==> config.mk <==
export PLATFORM = sky130hd
export DESIGN_NAME = axi_video_unpack_256to32_flat
export DESIGN_NICKNAME = d
export VERILOG_FILES = /design/src/rtl/axi_video_pkg.sv /design/src/rtl/axi_video_unpack_256to32_if.sv /design/src/rtl/axi_video_unpack_256to32.sv /design/src/flat_wrapper.sv
export SDC_FILE = /design/constraint.sdc
export NUM_CORES = 1
export LEC_CHECK = 0
export CORE_ASPECT_RATIO = 1.4
export CORE_UTILIZATION = 45
export CTS_CLUSTER_DIAMETER = 80
export DETAILED_ROUTE_END_ITERATION = 16
export GPL_ROUTABILITY_DRIVEN = 0
export PLACE_DENSITY = 0.7
export SLEW_MARGIN = 20
export SYNTH_ARGS = -nofsm -noshare
export SYNTH_HDL_FRONTEND = slang
export SYNTH_SLANG_ARGS = --single-unit
==> constraint.sdc <==
create_clock -name rd_clk -period 3.42 [get_ports rd_clk]
set_input_delay 0.342 -clock rd_clk [delete_from_list [all_inputs] [get_ports rd_clk]]
set_output_delay 0.342 -clock rd_clk [all_outputs]
set_load 0.01 [all_outputs]
==> src/rtl/axi_video_pkg.sv <==
// Shared video datapath types and constants for the DDR pixel packer/unpacker pair.
package axi_video_pkg;

    localparam int unsigned AXI_DATA_W   = 256;
    localparam int unsigned PIX_W        = 32;
    localparam int unsigned PIX_PER_BEAT = 8;
    localparam int unsigned CNT_W        = 12;

    typedef logic [PIX_W-1:0]      pix_t;
    typedef logic [AXI_DATA_W-1:0] axi_word_t;
    typedef logic [CNT_W-1:0]      cnt_t;

    // Position counter step that rolls over to zero after its last value.
    function automatic cnt_t cnt_wrap_inc(input cnt_t cnt, input cnt_t last);
        return (cnt == last) ? '0 : cnt + cnt_t'(1);
    endfunction

endpackage

==> src/rtl/axi_video_unpack_256to32_if.sv <==
// FIFO read port plus pixel stream seen by the 256-to-32 unpacker.
interface axi_video_unpack_256to32_if;
    import axi_video_pkg::*;

    logic      fifo_rd_vld;
    axi_word_t fifo_rd_data;
    logic      fifo_rd_en;

    logic      pix_rdy;
    logic      pix_vld;
    pix_t      pix_data;
    logic      pix_sof;
    logic      pix_sol;
    logic      pix_eol;

    // master: the unpacker itself
    modport master (
        input  fifo_rd_vld, fifo_rd_data, pix_rdy,
        output fifo_rd_en, pix_vld, pix_data, pix_sof, pix_sol, pix_eol
    );

    // slave: FIFO read port and downstream video pipeline
    modport slave (
        output fifo_rd_vld, fifo_rd_data, pix_rdy,
        input  fifo_rd_en, pix_vld, pix_data, pix_sof, pix_sol, pix_eol
    );

endinterface

==> src/rtl/axi_video_unpack_256to32.sv <==
// Pops 256-bit prefetch FIFO words and streams them out as 32-bit pixels with
// frame/line position flags; pad lanes past the end of each line are dropped.
module axi_video_unpack_256to32
    import axi_video_pkg::AXI_DATA_W;
    import axi_video_pkg::CNT_W;
    import axi_video_pkg::axi_word_t;
    import axi_video_pkg::cnt_t;
    import axi_video_pkg::cnt_wrap_inc;
#(
    parameter int unsigned DATA_IN_W = 256,
    parameter int unsigned PIX_W     = 32,
    parameter int unsigned LANES     = 8,
    parameter int unsigned H_ACTIVE  = 1920,
    parameter int unsigned V_ACTIVE  = 1080
) (
    input  logic                       rd_clk,
    input  logic                       rd_rst,
    axi_video_unpack_256to32_if.master bus,
    input  logic                       frame_sync,
    output logic [CNT_W-1:0]           line_cnt
);

    localparam int unsigned LANE_W = (LANES > 1) ? $clog2(LANES) : 1;

    localparam cnt_t              X_LAST    = cnt_t'(H_ACTIVE - 1);
    localparam cnt_t              Y_LAST    = cnt_t'(V_ACTIVE - 1);
    localparam logic [LANE_W-1:0] LANE_LAST = LANE_W'(LANES - 1);

    if (DATA_IN_W != PIX_W * LANES) begin : g_err_width
        $error("DATA_IN_W (%0d) must equal PIX_W*LANES (%0d)", DATA_IN_W, PIX_W * LANES);
    end
    if (DATA_IN_W != AXI_DATA_W || PIX_W != 32) begin : g_err_bus
        $error("unpacker bus is fixed at 256-bit words and 32-bit pixels");
    end
    if (LANES == 0 || (LANES & (LANES - 1)) != 0) begin : g_err_lanes
        $error("LANES (%0d) must be a power of 2", LANES);
    end
    if (H_ACTIVE == 0 || H_ACTIVE > 4095) begin : g_err_h
        $error("H_ACTIVE (%0d) out of range 1..4095", H_ACTIVE);
    end
    if (V_ACTIVE == 0 || V_ACTIVE > 4095) begin : g_err_v
        $error("V_ACTIVE (%0d) out of range 1..4095", V_ACTIVE);
    end

    axi_word_t         hold_q, hold_d;
    logic              hold_vld_q, hold_vld_d;
    logic [LANE_W-1:0] lane_q, lane_d;
    cnt_t              x_cnt_q, x_cnt_d;
    cnt_t              line_cnt_q, line_cnt_d;

    logic pix_vld;
    logic beat;
    logic x_last;
    logic last_lane;
    logic pop;

    // Control decode
    always_comb begin
        pix_vld   = hold_vld_q & ~frame_sync & ~rd_rst;
        beat      = pix_vld & bus.pix_rdy;
        x_last    = (x_cnt_q == X_LAST);
        last_lane = (lane_q == LANE_LAST) | x_last;
        // A fresh word is pulled either into an empty holder or as the last lane leaves,
        // so consecutive words stream without a bubble.
        pop       = bus.fifo_rd_vld & ~frame_sync & ~rd_rst &
                    (~hold_vld_q | (beat & last_lane));
    end

    // Next-state
    always_comb begin
        hold_d     = hold_q;
        hold_vld_d = hold_vld_q;
        lane_d     = lane_q;
        x_cnt_d    = x_cnt_q;
        line_cnt_d = line_cnt_q;

        if (frame_sync) begin
            hold_vld_d = 1'b0;
            lane_d     = '0;
            x_cnt_d    = '0;
            line_cnt_d = '0;
        end else begin
            if (pop) begin
                hold_d     = bus.fifo_rd_data;
                hold_vld_d = 1'b1;
                lane_d     = '0;
            end else if (beat) begin
                if (last_lane) begin
                    hold_vld_d = 1'b0;
                    lane_d     = '0;
                end else begin
                    lane_d = lane_q + LANE_W'(1);
                end
            end

            if (beat) begin
                x_cnt_d = cnt_wrap_inc(x_cnt_q, X_LAST);
                if (x_last) begin
                    line_cnt_d = cnt_wrap_inc(line_cnt_q, Y_LAST);
                end
            end
        end
    end

    always_ff @(posedge rd_clk) begin
        if (rd_rst) begin
            hold_q     <= '0;
            hold_vld_q <= 1'b0;
            lane_q     <= '0;
            x_cnt_q    <= '0;
            line_cnt_q <= '0;
        end else begin
            hold_q     <= hold_d;
            hold_vld_q <= hold_vld_d;
            lane_q     <= lane_d;
            x_cnt_q    <= x_cnt_d;
            line_cnt_q <= line_cnt_d;
        end
    end

    // Outputs; flags are qualified by pix_vld so an idle stream shows all zeros
    always_comb begin
        bus.fifo_rd_en = pop;
        bus.pix_vld    = pix_vld;
        bus.pix_data   = hold_q[PIX_W*int'(lane_q) +: PIX_W];
        bus.pix_sof    = pix_vld & (x_cnt_q == '0) & (line_cnt_q == '0);
        bus.pix_sol    = pix_vld & (x_cnt_q == '0);
        bus.pix_eol    = pix_vld & x_last;
        line_cnt       = line_cnt_q;
    end

endmodule

==> src/flat_wrapper.sv <==
// flat-port wrapper written by rule: the top's interface ports become plain ports
module axi_video_unpack_256to32_flat import axi_video_pkg::AXI_DATA_W; import axi_video_pkg::CNT_W; import axi_video_pkg::axi_word_t; import axi_video_pkg::cnt_t; import axi_video_pkg::cnt_wrap_inc;
#(
    parameter int unsigned DATA_IN_W = 256,
    parameter int unsigned PIX_W     = 32,
    parameter int unsigned LANES     = 8,
    parameter int unsigned H_ACTIVE  = 1920,
    parameter int unsigned V_ACTIVE  = 1080
)
  (rd_clk, rd_rst, frame_sync, line_cnt, bus_fifo_rd_vld, bus_fifo_rd_data, bus_pix_rdy, bus_fifo_rd_en, bus_pix_vld, bus_pix_data, bus_pix_sof, bus_pix_sol, bus_pix_eol);
  axi_video_unpack_256to32_if bus_i ();
  input  logic rd_clk;
  input  logic rd_rst;
  input  logic frame_sync;
  output logic [CNT_W-1:0] line_cnt;
  input wire logic [$bits(bus_i.fifo_rd_vld)-1:0] bus_fifo_rd_vld;
  input wire logic [$bits(bus_i.fifo_rd_data)-1:0] bus_fifo_rd_data;
  input wire logic [$bits(bus_i.pix_rdy)-1:0] bus_pix_rdy;
  output wire logic [$bits(bus_i.fifo_rd_en)-1:0] bus_fifo_rd_en;
  output wire logic [$bits(bus_i.pix_vld)-1:0] bus_pix_vld;
  output wire logic [$bits(bus_i.pix_data)-1:0] bus_pix_data;
  output wire logic [$bits(bus_i.pix_sof)-1:0] bus_pix_sof;
  output wire logic [$bits(bus_i.pix_sol)-1:0] bus_pix_sol;
  output wire logic [$bits(bus_i.pix_eol)-1:0] bus_pix_eol;
  assign bus_i.fifo_rd_vld = bus_fifo_rd_vld;
  assign bus_i.fifo_rd_data = bus_fifo_rd_data;
  assign bus_i.pix_rdy = bus_pix_rdy;
  assign bus_fifo_rd_en = bus_i.fifo_rd_en;
  assign bus_pix_vld = bus_i.pix_vld;
  assign bus_pix_data = bus_i.pix_data;
  assign bus_pix_sof = bus_i.pix_sof;
  assign bus_pix_sol = bus_i.pix_sol;
  assign bus_pix_eol = bus_i.pix_eol;
  axi_video_unpack_256to32 #(.DATA_IN_W(DATA_IN_W), .PIX_W(PIX_W), .LANES(LANES), .H_ACTIVE(H_ACTIVE), .V_ACTIVE(V_ACTIVE)) u_core (.rd_clk(rd_clk), .rd_rst(rd_rst), .bus(bus_i), .frame_sync(frame_sync), .line_cnt(line_cnt));
endmodule
After elaboration in Yosys (flattened, before gate mapping) --
Index checks and enable logic that the tools add are counted.
Cells by class: shifts and indexed selects 1, add/subtract/negate cells 3, mux-type cells 6, equality and inequality tests 3, reduce and logical (&&, ||, !) cells 9, bitwise operators 15
Operators by type and width (count):
- $shiftx 256x9->32 | 1
- $add 12x1->12 const B | 2
- $eq 12x11->1 const B | 2
- $logic_not 12->1 | 2
- $mux 12 | 2
- $and 1x1->1 | 10
- $reduce_and 2->1 | 3
- $reduce_bool 2->1 | 2
- $add 3x1->3 const B | 1
- $eq 3x3->1 const B | 1
- $mux 1 | 3
- $mux 3 | 1
- $not 1->1 | 3
- $reduce_or 3->1 | 1
- $or 1x1->1 | 2
- $reduce_or 2->1 | 1
Storage, ports and cells: word-level logic and storage cells 42, bits of input ports 261, bits in registers 284, output and inout port bits 49

Depth between registers and ports, before layout --
Gate-level depths: netlist of run 1.
word-level depth 9, gate-level depth with buffers 9

Worst setup path after synthesis of run 1 --
OpenSTA, ideal clock, no wires.
path kind register to output, start register u_core.lane_q[0], end output bus_pix_data[11], arrival 1725 ps, path buffers 1, data required time 3078 ps, cell stages (with the launch flop) 4, slack 1353 ps, path through dfxtp_1 buf_1 mux4_2 mux2_2
Between the ends: longest elaborated chain between the ends 1
Ends and longest elaborated chain:
- start, declared | RTL line axi_video_unpack_256to32.sv:47 | logic [LANE_W-1:0] lane_q, lane_d;
- start signal, assigned | RTL line axi_video_unpack_256to32.sv:115 | lane_q <= lane_d;
- $shiftx 256x9->32 | RTL line axi_video_unpack_256to32.sv:125 | bus.pix_data = hold_q[PIX_W*int'(lane_q) +: PIX_W];
- end, declared | RTL line flat_wrapper.sv:21 | output wire logic [$bits(bus_i.pix_data)-1:0] bus_pix_data;
No other way between the ends.

Worst setup path after layout of run 1 --
start register u_core.x_cnt_q[0], end output bus_fifo_rd_en
Between the ends: longest elaborated chain between the ends 5
Ends and longest elaborated chain:
- start, declared | RTL line axi_video_unpack_256to32.sv:48 | cnt_t x_cnt_q, x_cnt_d;
- start signal, assigned | RTL line axi_video_unpack_256to32.sv:116 | x_cnt_q <= x_cnt_d;
- $eq 12x11->1 | RTL line axi_video_unpack_256to32.sv:61 | x_last = (x_cnt_q == X_LAST);
- $or 1x1->1 | RTL line axi_video_unpack_256to32.sv:62 | last_lane = (lane_q == LANE_LAST) | x_last;
- $and 1x1->1 | RTL line axi_video_unpack_256to32.sv:66 | (~hold_vld_q | (beat & last_lane));
- $or 1x1->1 | RTL line axi_video_unpack_256to32.sv:66
- $and 1x1->1 | RTL line axi_video_unpack_256to32.sv:65 | pop = bus.fifo_rd_vld & ~frame_sync & ~rd_rst &
- end, declared | RTL line flat_wrapper.sv:19 | output wire logic [$bits(bus_i.fifo_rd_en)-1:0] bus_fifo_rd_en;
No other way between the ends.

==> flow_summary_export.csv, run 1 <==
group,metric,value,unit
status,status,"finished clean",
critical_path,cp_slowest_cell,"clkdlybuf4s50_1",
yosys,synth_area_per_cell,12.10,um^2
final_layout,fill_cells,2445,
die,start_util,46.13,%
die,die_area,30890,um^2
power_and_ir_drop,pwr_density_cell,444.5,nW/um^2
yosys,synth_mux_area_share,35.60,%
critical_path,startpoint_type,"flop",
final_layout,fin_nets,1658,
clock_network,path_clk_slew,0.07,ns
placed_design,portBuffers,309,
sta,tightest_slew,0.8525,ns
critical_path,worstPathArrival,2.75,ns
yosys,synth_simple_gate_area_share,15.73,%
sta,clock_skew,0.02204,ns
sta,finalSetupTns,0,ns
final_layout,area_growth_syn_to_layout,31.99,%
min_path,hold_start,"rd_rst",
yosys,synth_top_family_by_area,"multiplexers",
route,via_count,9331,
power_and_ir_drop,p_total,7.969,mW
critical_path,crit_buf_inv,3,
min_path,hp-class,"in2reg",
clock_network,cts_resized,0,
critical_path,cp_cell_sequence,"ha_1 > nor3b_1 > nand4_2 > buf_4 > a31o_4 > inv_1 > clkdlybuf4s50_1",
sta,post-route-period-util,90.53,%
placed_design,placed_cell_area,16800,um^2
clock_network,cts_root_buf,"clkbuf_16",
clock_network,htreeDepth,1,
route,first_iter_violations,495,
min_path,min_to,"u_core.hold_q[165]",
die,io_pins,310,
final_layout,stdcell_count,1801,
critical_path,ff2ff_path_depth,7,
die,rows,74,
flow_run,maxCapViolCount,0,
power_and_ir_drop,ir_drop,361.4,uV
route,vias_per_cell,5.181,
sta,max_slew_margin,43.17,%
clock_network,clk_latency,0.57,ns
clock_network,cts.sinks,284,
final_layout,layout_common_cells,"clkdlybuf4s50_1 (308), dfxtp_1 (281), nor2b_1 (257), mux2_2 (213), mux4_2 (64)",
critical_path,critPathTopFamily,"buffers and inverters",
global_route,grt_pass1_wl,53560,um
power_and_ir_drop,leakagePower,7.076,nW
critical_path,r2r_setup_slack,0.87,ns
yosys,synth_area,13580,um^2
yosys,synthAdderAreaFrac,0.5527,%
sta,hold_viol_final,0,
final_layout,layout_commonest_cell,"clkdlybuf4s50_1",
critical_path,r2r_start,"u_core.x_cnt_q[0]",
global_route,grt_max_degree,256,
route,routedWlPerCell,19.35,um
critical_path,cp-end-kind,"primary output",
placed_design,pre_cts_ws,0.8386,ns
critical_path,cp.required,3.08,ns
final_layout,regArea,5694,um^2
yosys,synth_compound_area_share,1.806,%
yosys,synth_xor_area_share,0.3869,%
final_layout,drive_gt1_share,27.53,%
die,core_area,29440,um^2
die,die_h,207.6,um
route,ant_nets,0,
final_layout,multiInputGateArea,7352,um^2
global_route,grt_pass1_vias,9617,
critical_path,cp_slowest_stage_delay,0.56,ns
global_route,antenna_found_initial,8,
yosys,ys_seq_elements,284,
global_route,grt-ovfl-total,0,
final_layout,fin_area,17930,um^2
clock_network,ctsHoldBuffers,0,
placed_design,post-place-cells,1739,
global_route,grt_util_all_layers,22.50,%
clock_network,cts_setup_buffers,0,
yosys,synth_fp_nets,1389,
critical_path,rr_endpoint,"u_core.hold_q[82]",
die,die_w,148.8,um
yosys,syn_inst,1122,
critical_path,cp_max_fo,22,
critical_path,critPathKind,"reg2out",
route,drt-pass1-iter-count,5,
min_path,hold_path_depth,3,
yosys,yosysWarnings,0,
sta,fin_ws,0.3239,ns
sta,fmax,323.0,MHz
route,drc,0,
sta,min_period,3.096,ns
clock_network,cts_tree,"done",
placed_design,dp_hpwl,24240,um
clock_network,numCtsBuffers,29,
route,drt_wl_total,34850,um
sta,slew_violations,0,
sta,setup_viol,0,
critical_path,cp.depth,7,
yosys,ys_types,42,
yosys,ys_seq_area_share,41.86,%
sta,rsz0062_at_grt,"no",
clock_network,clock_path_buffers,3,
==> registers in the layout, indices dropped and copies added, names as in the netlist <==
register and count:
u_core.hold_q 256, u_core.hold_vld_q 1, u_core.lane_q 3, u_core.line_cnt 12
u_core.x_cnt_q 12
==> layout make-up <==
class                      count  share of cell area (%)
inverter                       7                  0.1466
clock inverter                14                   1.417
tap                          380                   2.652
sequential                   284                   31.76
antenna                        8                  0.1117
clock buffer                  39                   4.592
multi-input combinational    748                   41.01
timing repair buffer         321                   18.31
==> worst reg2reg max path, stage by stage, from the launching register on <==
cell	delay, ns
dfxtp_1	0.33
ha_1	0.25
nor3b_1	0.16
nand4_2	0.09
buf_4	0.24
a31o_4	0.24
buf_12	0.59
mux2_2	0.53
==> where the power goes <==
part	internal [mW]	total [mW]	switching, mW
Sequential	3.47	3.55	0.0732
Combinational	0.593	0.865	0.272
Clock	2.21	3.56	1.35
==> cells in the mapped netlist (all sizes together) <==
cell	number	area (um^2)
mux2	288	3393
dfxtp	284	5685
nor2b	257	1608
mux4	64	1441
clkbuf	43	161.4
buf	40	365.4
a21oi	18	90.09
nand2	13	48.80
nand3	12	60.06
nand4	10	68.81
nor2	10	37.54
o31ai	9	72.57
or4	9	67.56
inv	7	26.28
ha	6	75.07
o21ai	6	30.03
or3	6	37.54
xor2	6	52.55
and2	5	31.28
and4	5	46.29
nor4	4	25.02
and3	3	18.77
nor3	3	15.01
a32oi	2	17.52
nand4bb	2	22.52
a211oi	1	7.510
a21bo	1	10.01
a22o	1	8.760
a31o	1	8.760
and4bb	1	12.51
nand2b	1	6.260
nand3b	1	7.510
nor3b	1	7.510
nor4b	1	8.760
or2	1	6.260
==> per-layer routing <==
metal,GRT usage [%],share of wire (%)
met3,3.011,4.8
met2,37.67,49
met4,8.867,2.7
met1,29.13,43
met5,0,0
==> per-stage QoR <==
stage	hold slack, ns	utilization, %
2_1_floorplan	0.4570	-
3_3_place_gp	0.4771	57.07
3_5_place_dp	0.4807	57.07
4_1_cts	0.1670	60.73
5_1_grt	0.2068	60.89
6_report	0.1865	60.89
==> worst max-delay path by stage <==
| stage | startpoint | end | slack, ns |
|---|---|---|---|
| after floorplan | u_core.lane_q[0] | bus_pix_data[11] | 1.35 |
| after global placement | frame_sync | bus_pix_sof | 0.86 |
| after detailed placement | frame_sync | bus_pix_sof | 0.84 |
| after CTS | u_core.lane_q[0] | bus_pix_data[20] | 0.28 |
| after global routing | u_core.x_cnt_q[0] | bus_fifo_rd_en | 0.17 |
| final | u_core.x_cnt_q[0] | bus_fifo_rd_en | 0.32 |
==> cell families after synthesis <==
kind of cell,Yosys count
fa+ha+maj,6
buf+inv,90
flops,284
compound gates,39
xor+xnor,6
mux,352
simple gates,345
Power figures use the tool's default switching activity.
==> run 2, diff against run 1 <==
--- a/config.mk
+++ b/config.mk
@@ -7,6 +7,7 @@
 export LEC_CHECK = 0
 export CORE_ASPECT_RATIO = 1.4
 export CORE_UTILIZATION = 45
+export CTS_BUF_LIST = sky130_fd_sc_hd__clkbuf_8
 export CTS_CLUSTER_DIAMETER = 80
 export DETAILED_ROUTE_END_ITERATION = 16
 export GPL_ROUTABILITY_DRIVEN = 0
==> flow_summary_export.csv, run 2 (same netlist as run 1, synthesis figures left out) <==
group,metric,value,unit
sta,min_period,3.095,ns
critical_path,cp.required,3.08,ns
final_layout,fin_nets,1674,
sta,post-route-period-util,90.50,%
route,drc,0,
critical_path,cp_slowest_stage_delay,0.55,ns
global_route,grt_util_all_layers,22.70,%
power_and_ir_drop,p_int,5.642,mW
die,die_area,30890,um^2
power_and_ir_drop,switchingPower,1.694,mW
sta,hold_viol_final,0,
final_layout,fin_area,17740,um^2
sta,rsz0062_at_grt,"no",
power_and_ir_drop,seqPwrFrac,48.3,%
global_route,grt_pass1_wl,53780,um
critical_path,cp_max_fo,22,
sta,tightest_slew,1.206,ns
clock_network,clk_latency,0.57,ns
route,drt-pass1-iter-count,4,
die,rows,74,
route,first_iter_violations,558,
global_route,grt_max_degree,256,
status,status,"finished clean",
die,die_h,207.6,um
clock_network,numCtsBuffers,46,
die,die_w,148.8,um
die,start_util,46.13,%
placed_design,dp_hpwl,24240,um
sta,fmax,323.1,MHz
clock_network,clock_path_buffers,3,
clock_network,path_clk_slew,0.07,ns
min_path,hp-class,"in2reg",
final_layout,regMostFlops,"u_core.hold_q",
clock_network,ctsHoldBuffers,0,
critical_path,startpoint_type,"flop",
route,vias_per_cell,5.170,
clock_network,cts_tree,"done",
sta,setup_viol,0,
route,drt_wl_total,35000,um
final_layout,layout_commonest_cell,"clkdlybuf4s50_1",
final_layout,fill_cells,2471,
power_and_ir_drop,pwr_density_cell,413.5,nW/um^2
sta,slew_violations,0,
route,via_count,9456,
die,io_pins,310,
global_route,grt_pass1_vias,9785,
final_layout,layout_common_cells,"clkdlybuf4s50_1 (308), dfxtp_1 (281), nor2b_1 (257), mux2_2 (213), mux4_2 (64)",
power_and_ir_drop,leakagePower,7.073,nW
final_layout,largest_reg_flops,256,
critical_path,worstPathArrival,2.75,ns
power_and_ir_drop,ir_drop,259.2,uV
route,ant_nets,0,
critical_path,cp_slowest_cell,"clkdlybuf4s50_1",
clock_network,cts_root_buf,"clkbuf_8",
power_and_ir_drop,comb_power_share,11.7,%
global_route,antenna_found_initial,7,
clock_network,cts_setup_buffers,0,
sta,clock_skew,0.02941,ns
clock_network,htreeDepth,2,
sta,finalSetupTns,0,ns
sta,max_slew_margin,19.57,%
final_layout,area_growth_syn_to_layout,30.62,%
power_and_ir_drop,p_total,7.336,mW
route,routedWlPerCell,19.13,um
critical_path,critPathKind,"reg2out",
power_and_ir_drop,switching_share,23.10,%
critical_path,cp-end-kind,"primary output",
global_route,grt-ovfl-total,0,
placed_design,placed_cell_area,16800,um^2
final_layout,final_core_util,60.25,%
power_and_ir_drop,power_frac_clock,39.9,%
placed_design,portBuffers,309,
clock_network,cts_resized,0,
critical_path,cp_cell_sequence,"ha_1 > nor3b_1 > nand4_2 > buf_4 > a31o_4 > inv_1 > clkdlybuf4s50_1",
clock_network,cts.sinks,284,
die,core_area,29440,um^2
flow_run,maxCapViolCount,0,
final_layout,drive_gt1_share,28.09,%
run 2: metal layers:
metal	track usage, %	wire length (um)
met1	28.95	15220
met2	37.83	17200
met3	3.868	1693
met4	9.113	884
met5	0	0
run 2: worst paths after layout:
check	startpoint	endpoint	slack [ns]	cells past startpoint
worst max-delay path	u_core.x_cnt_q[0]	bus_fifo_rd_en	0.32	7
worst min-delay path	rd_rst	u_core.hold_q[165]	0.19	3
worst max register to register	u_core.x_cnt_q[0]	u_core.hold_q[116]	0.85	7
worst min register to register	u_core.x_cnt_q[1]	u_core.x_cnt_q[1]	0.49	2
run 2: worst max-delay path, delay by kind of cell, from the launching register on:
family / cells / cell delay, ns
DFF: 1 / 0.37
and+or+nand+nor: 2 / 0.38
adders and majority gates: 1 / 0.24
AOI/OAI and AO/OA: 1 / 0.30
buffers and inverters: 3 / 0.91
run 2: layout make-up:
class / count / area [um^2] / share of cell area, %
multi-input cells: 748 / 7352 / 41.44
inverters: 7 / 26.28 / 0.1481
diodes: 7 / 17.52 / 0.09874
well taps: 380 / 475.5 / 2.680
clock buffers: 57 / 784.5 / 4.422
clock inverters: 26 / 136.4 / 0.7687
repair buffers: 320 / 3254 / 18.34
flip-flops and latches: 284 / 5694 / 32.10
run 2: power by group through the flow:
stage          logic (mW)  registers (mW)  clock network [mW]
3_3_place_gp        0.849            3.61                   0
3_5_place_dp        0.862            3.62                   0
5_1_grt             0.918            3.56                3.19
2_1_floorplan       0.457            3.59                   0
4_1_cts             0.867            3.54                3.03
6_report            0.862            3.55                2.93
run 2: per-stage QoR:
stage	setup slack (ns)	hold slack, ns	instances
3_5_place_dp	0.8386	0.4807	1739
2_1_floorplan	1.353	0.4570	1122
3_3_place_gp	0.8591	0.4771	1739
4_1_cts	0.2593	0.1576	1822
6_report	0.3248	0.1891	1829
5_1_grt	0.1521	0.2033	1829
==> run 3, diff against run 2 <==
--- a/config.mk
+++ b/config.mk
@@ -5,6 +5,7 @@
 export SDC_FILE = /design/constraint.sdc
 export NUM_CORES = 1
 export LEC_CHECK = 0
+export CAP_MARGIN = 40
 export CORE_ASPECT_RATIO = 1.4
 export CORE_UTILIZATION = 45
 export CTS_BUF_LIST = sky130_fd_sc_hd__clkbuf_8
==> constraint.sdc (replaced) <==
create_clock -name rd_clk -period 3.6 [get_ports rd_clk]
set_input_delay 0.36 -clock rd_clk [delete_from_list [all_inputs] [get_ports rd_clk]]
set_output_delay 0.36 -clock rd_clk [all_outputs]
set_load 0.01 [all_outputs]
==> flow_summary_export.csv, run 3 (same netlist as run 1, synthesis figures left out) <==
group,metric,value,unit
clock_network,numCtsBuffers,46,
route,ant_nets,0,
die,core_area,29440,um^2
global_route,grt_pass1_wl,53520,um
route,drc,0,
final_layout,largest_reg_flops,256,
die,die_area,30890,um^2
placed_design,post-place-cells,1741,
placed_design,portBuffers,309,
sta,setup_viol,0,
final_layout,fin_area,17700,um^2
placed_design,dp_hpwl,24450,um
critical_path,r2r_start,"u_core.lane_q[1]",
min_path,hp-class,"in2reg",
global_route,grt_max_degree,78,
critical_path,critPathKind,"reg2out",
critical_path,startpoint_type,"flop",
route,drt_wl_total,34890,um
status,status,"finished clean",
critical_path,cp_max_fo,39,
critical_path,critPathTopFamily,"buffers and inverters",
critical_path,cp_slowest_cell,"dfxtp_4",
global_route,antenna_found_initial,9,
sta,rsz0062_at_grt,"no",
critical_path,cp.depth,4,
sta,clock_skew,0.01335,ns
global_route,grt_util_all_layers,22.59,%
clock_network,cts_root_buf,"clkbuf_8",
die,die_h,207.6,um
final_layout,stdcell_count,1829,
sta,min_period,3.341,ns
route,routedWlPerCell,19.07,um
final_layout,layout_common_cells,"clkdlybuf4s50_1 (308), dfxtp_1 (281), nor2b_1 (257), mux2_2 (213), mux4_2 (64)",
power_and_ir_drop,p_total,6.878,mW
die,rows,74,
route,first_iter_violations,455,
critical_path,cp.required,3.24,ns
sta,fmax,299.3,MHz
route,drt-pass1-iter-count,4,
clock_network,htreeDepth,2,
sta,finalSetupTns,0,ns
clock_network,cts_tree,"done",
final_layout,layout_commonest_cell,"clkdlybuf4s50_1",
min_path,hold_start,"rd_rst",
sta,max_slew_margin,44.00,%
die,die_w,148.8,um
sta,fin_hold_ws,0.3415,ns
flow_run,maxCapViolCount,0,
final_layout,drive_gt1_share,27.71,%
critical_path,ff2ff_path_depth,7,
final_layout,regMostFlops,"u_core.hold_q",
critical_path,critPathLaunch,"u_core.lane_q[1]",
route,vias_per_cell,5.194,
critical_path,rr_endpoint,"u_core.hold_q[240]",
final_layout,area_growth_syn_to_layout,30.35,%
power_and_ir_drop,ir_drop,249.9,uV
die,start_util,46.13,%
route,via_count,9500,
global_route,grt-ovfl-total,0,
critical_path,cp_slowest_stage_delay,0.65,ns
critical_path,worstPathArrival,2.98,ns
clock_network,clk_latency,0.57,ns
sta,slew_violations,0,
sta,hold_viol_final,0,
clock_network,ctsHoldBuffers,0,
sta,post-route-period-util,92.80,%
power_and_ir_drop,pwr_density_cell,388.5,nW/um^2
sta,tightest_slew,0.8349,ns
critical_path,crit_buf_inv,2,
power_and_ir_drop,leakagePower,7.071,nW
final_layout,fin_nets,1676,
critical_path,critPathCapture,"bus_pix_data[5]",
die,io_pins,310,
critical_path,cp-end-kind,"primary output",
global_route,grt_pass1_vias,9734,
clock_network,path_clk_slew,0.06,ns
critical_path,r2r_setup_slack,0.75,ns
critical_path,cp_cell_sequence,"buf_6 > mux4_2 > mux2_2 > clkdlybuf4s50_1",
clock_network,cts.sinks,284,
placed_design,placed_cell_area,16810,um^2
clock_network,clock_path_buffers,3,
==> run 3: power breakdown <==
group / internal (mW) / total, mW / switching [mW]
Combinational: 0.564 / 0.823 / 0.259
Sequential: 3.30 / 3.37 / 0.0685
Clock: 1.42 / 2.69 / 1.26
Total: 5.29 / 6.88 / 1.59
==> run 3: how the worst min path moves through the flow <==
stage	end	slack, ns	cells past startpoint
2_1_floorplan	u_core.x_cnt_q[1]	0.46	2
4_1_cts	u_core.hold_q[165]	0.31	3
3_3_place_gp	u_core.x_cnt_q[1]	0.47	2
5_1_grt	u_core.hold_q[165]	0.35	3
3_5_place_dp	u_core.x_cnt_q[1]	0.49	2
6_report	u_core.hold_q[165]	0.34	3
==> run 3: per-layer routing <==
layer	share of wire (%)	GRT usage, %	vias to the layer above
li1	-	-	4551
met1	43	29.08	4597
met2	49	36.48	286
met3	5.2	3.692	66
met4	3.3	11.15	0
met5	0	0	-
==> run 3: worst min-delay path, stage by stage <==
cell and delay (ns):
clkbuf_8 0.23, nor2b_1 0.15, mux2_1 0.13
==> run 3: area by class of cell <==
cell class | instances | area, um^2
diodes | 9 | 22.52
clock buffers | 54 | 743.2
clock inverters | 25 | 126.4
fillers | 2486 | 11740
inverters | 7 | 26.28
multi-input cells | 748 | 7352
flip-flops and latches | 284 | 5694
well taps | 380 | 475.5
repair buffers | 322 | 3263
==> run 3: timing repair <==
| item | 4_1_cts | 5_1_grt |
|---|---|---|
| gates resized for setup | 0 | 1 |
| setup buffers | 0 | 0 |
| endpoints found under the setup margin | 0 | 2 |
==> run 3: stage by stage <==
stage	util (%)	worst slack (ns)
after floorplan	-	1.515
after global placement	56.90	0.6220
after detailed placement	57.08	0.6661
after CTS	60.04	0.03916
after global routing	60.12	0.1361
final	60.13	0.2593
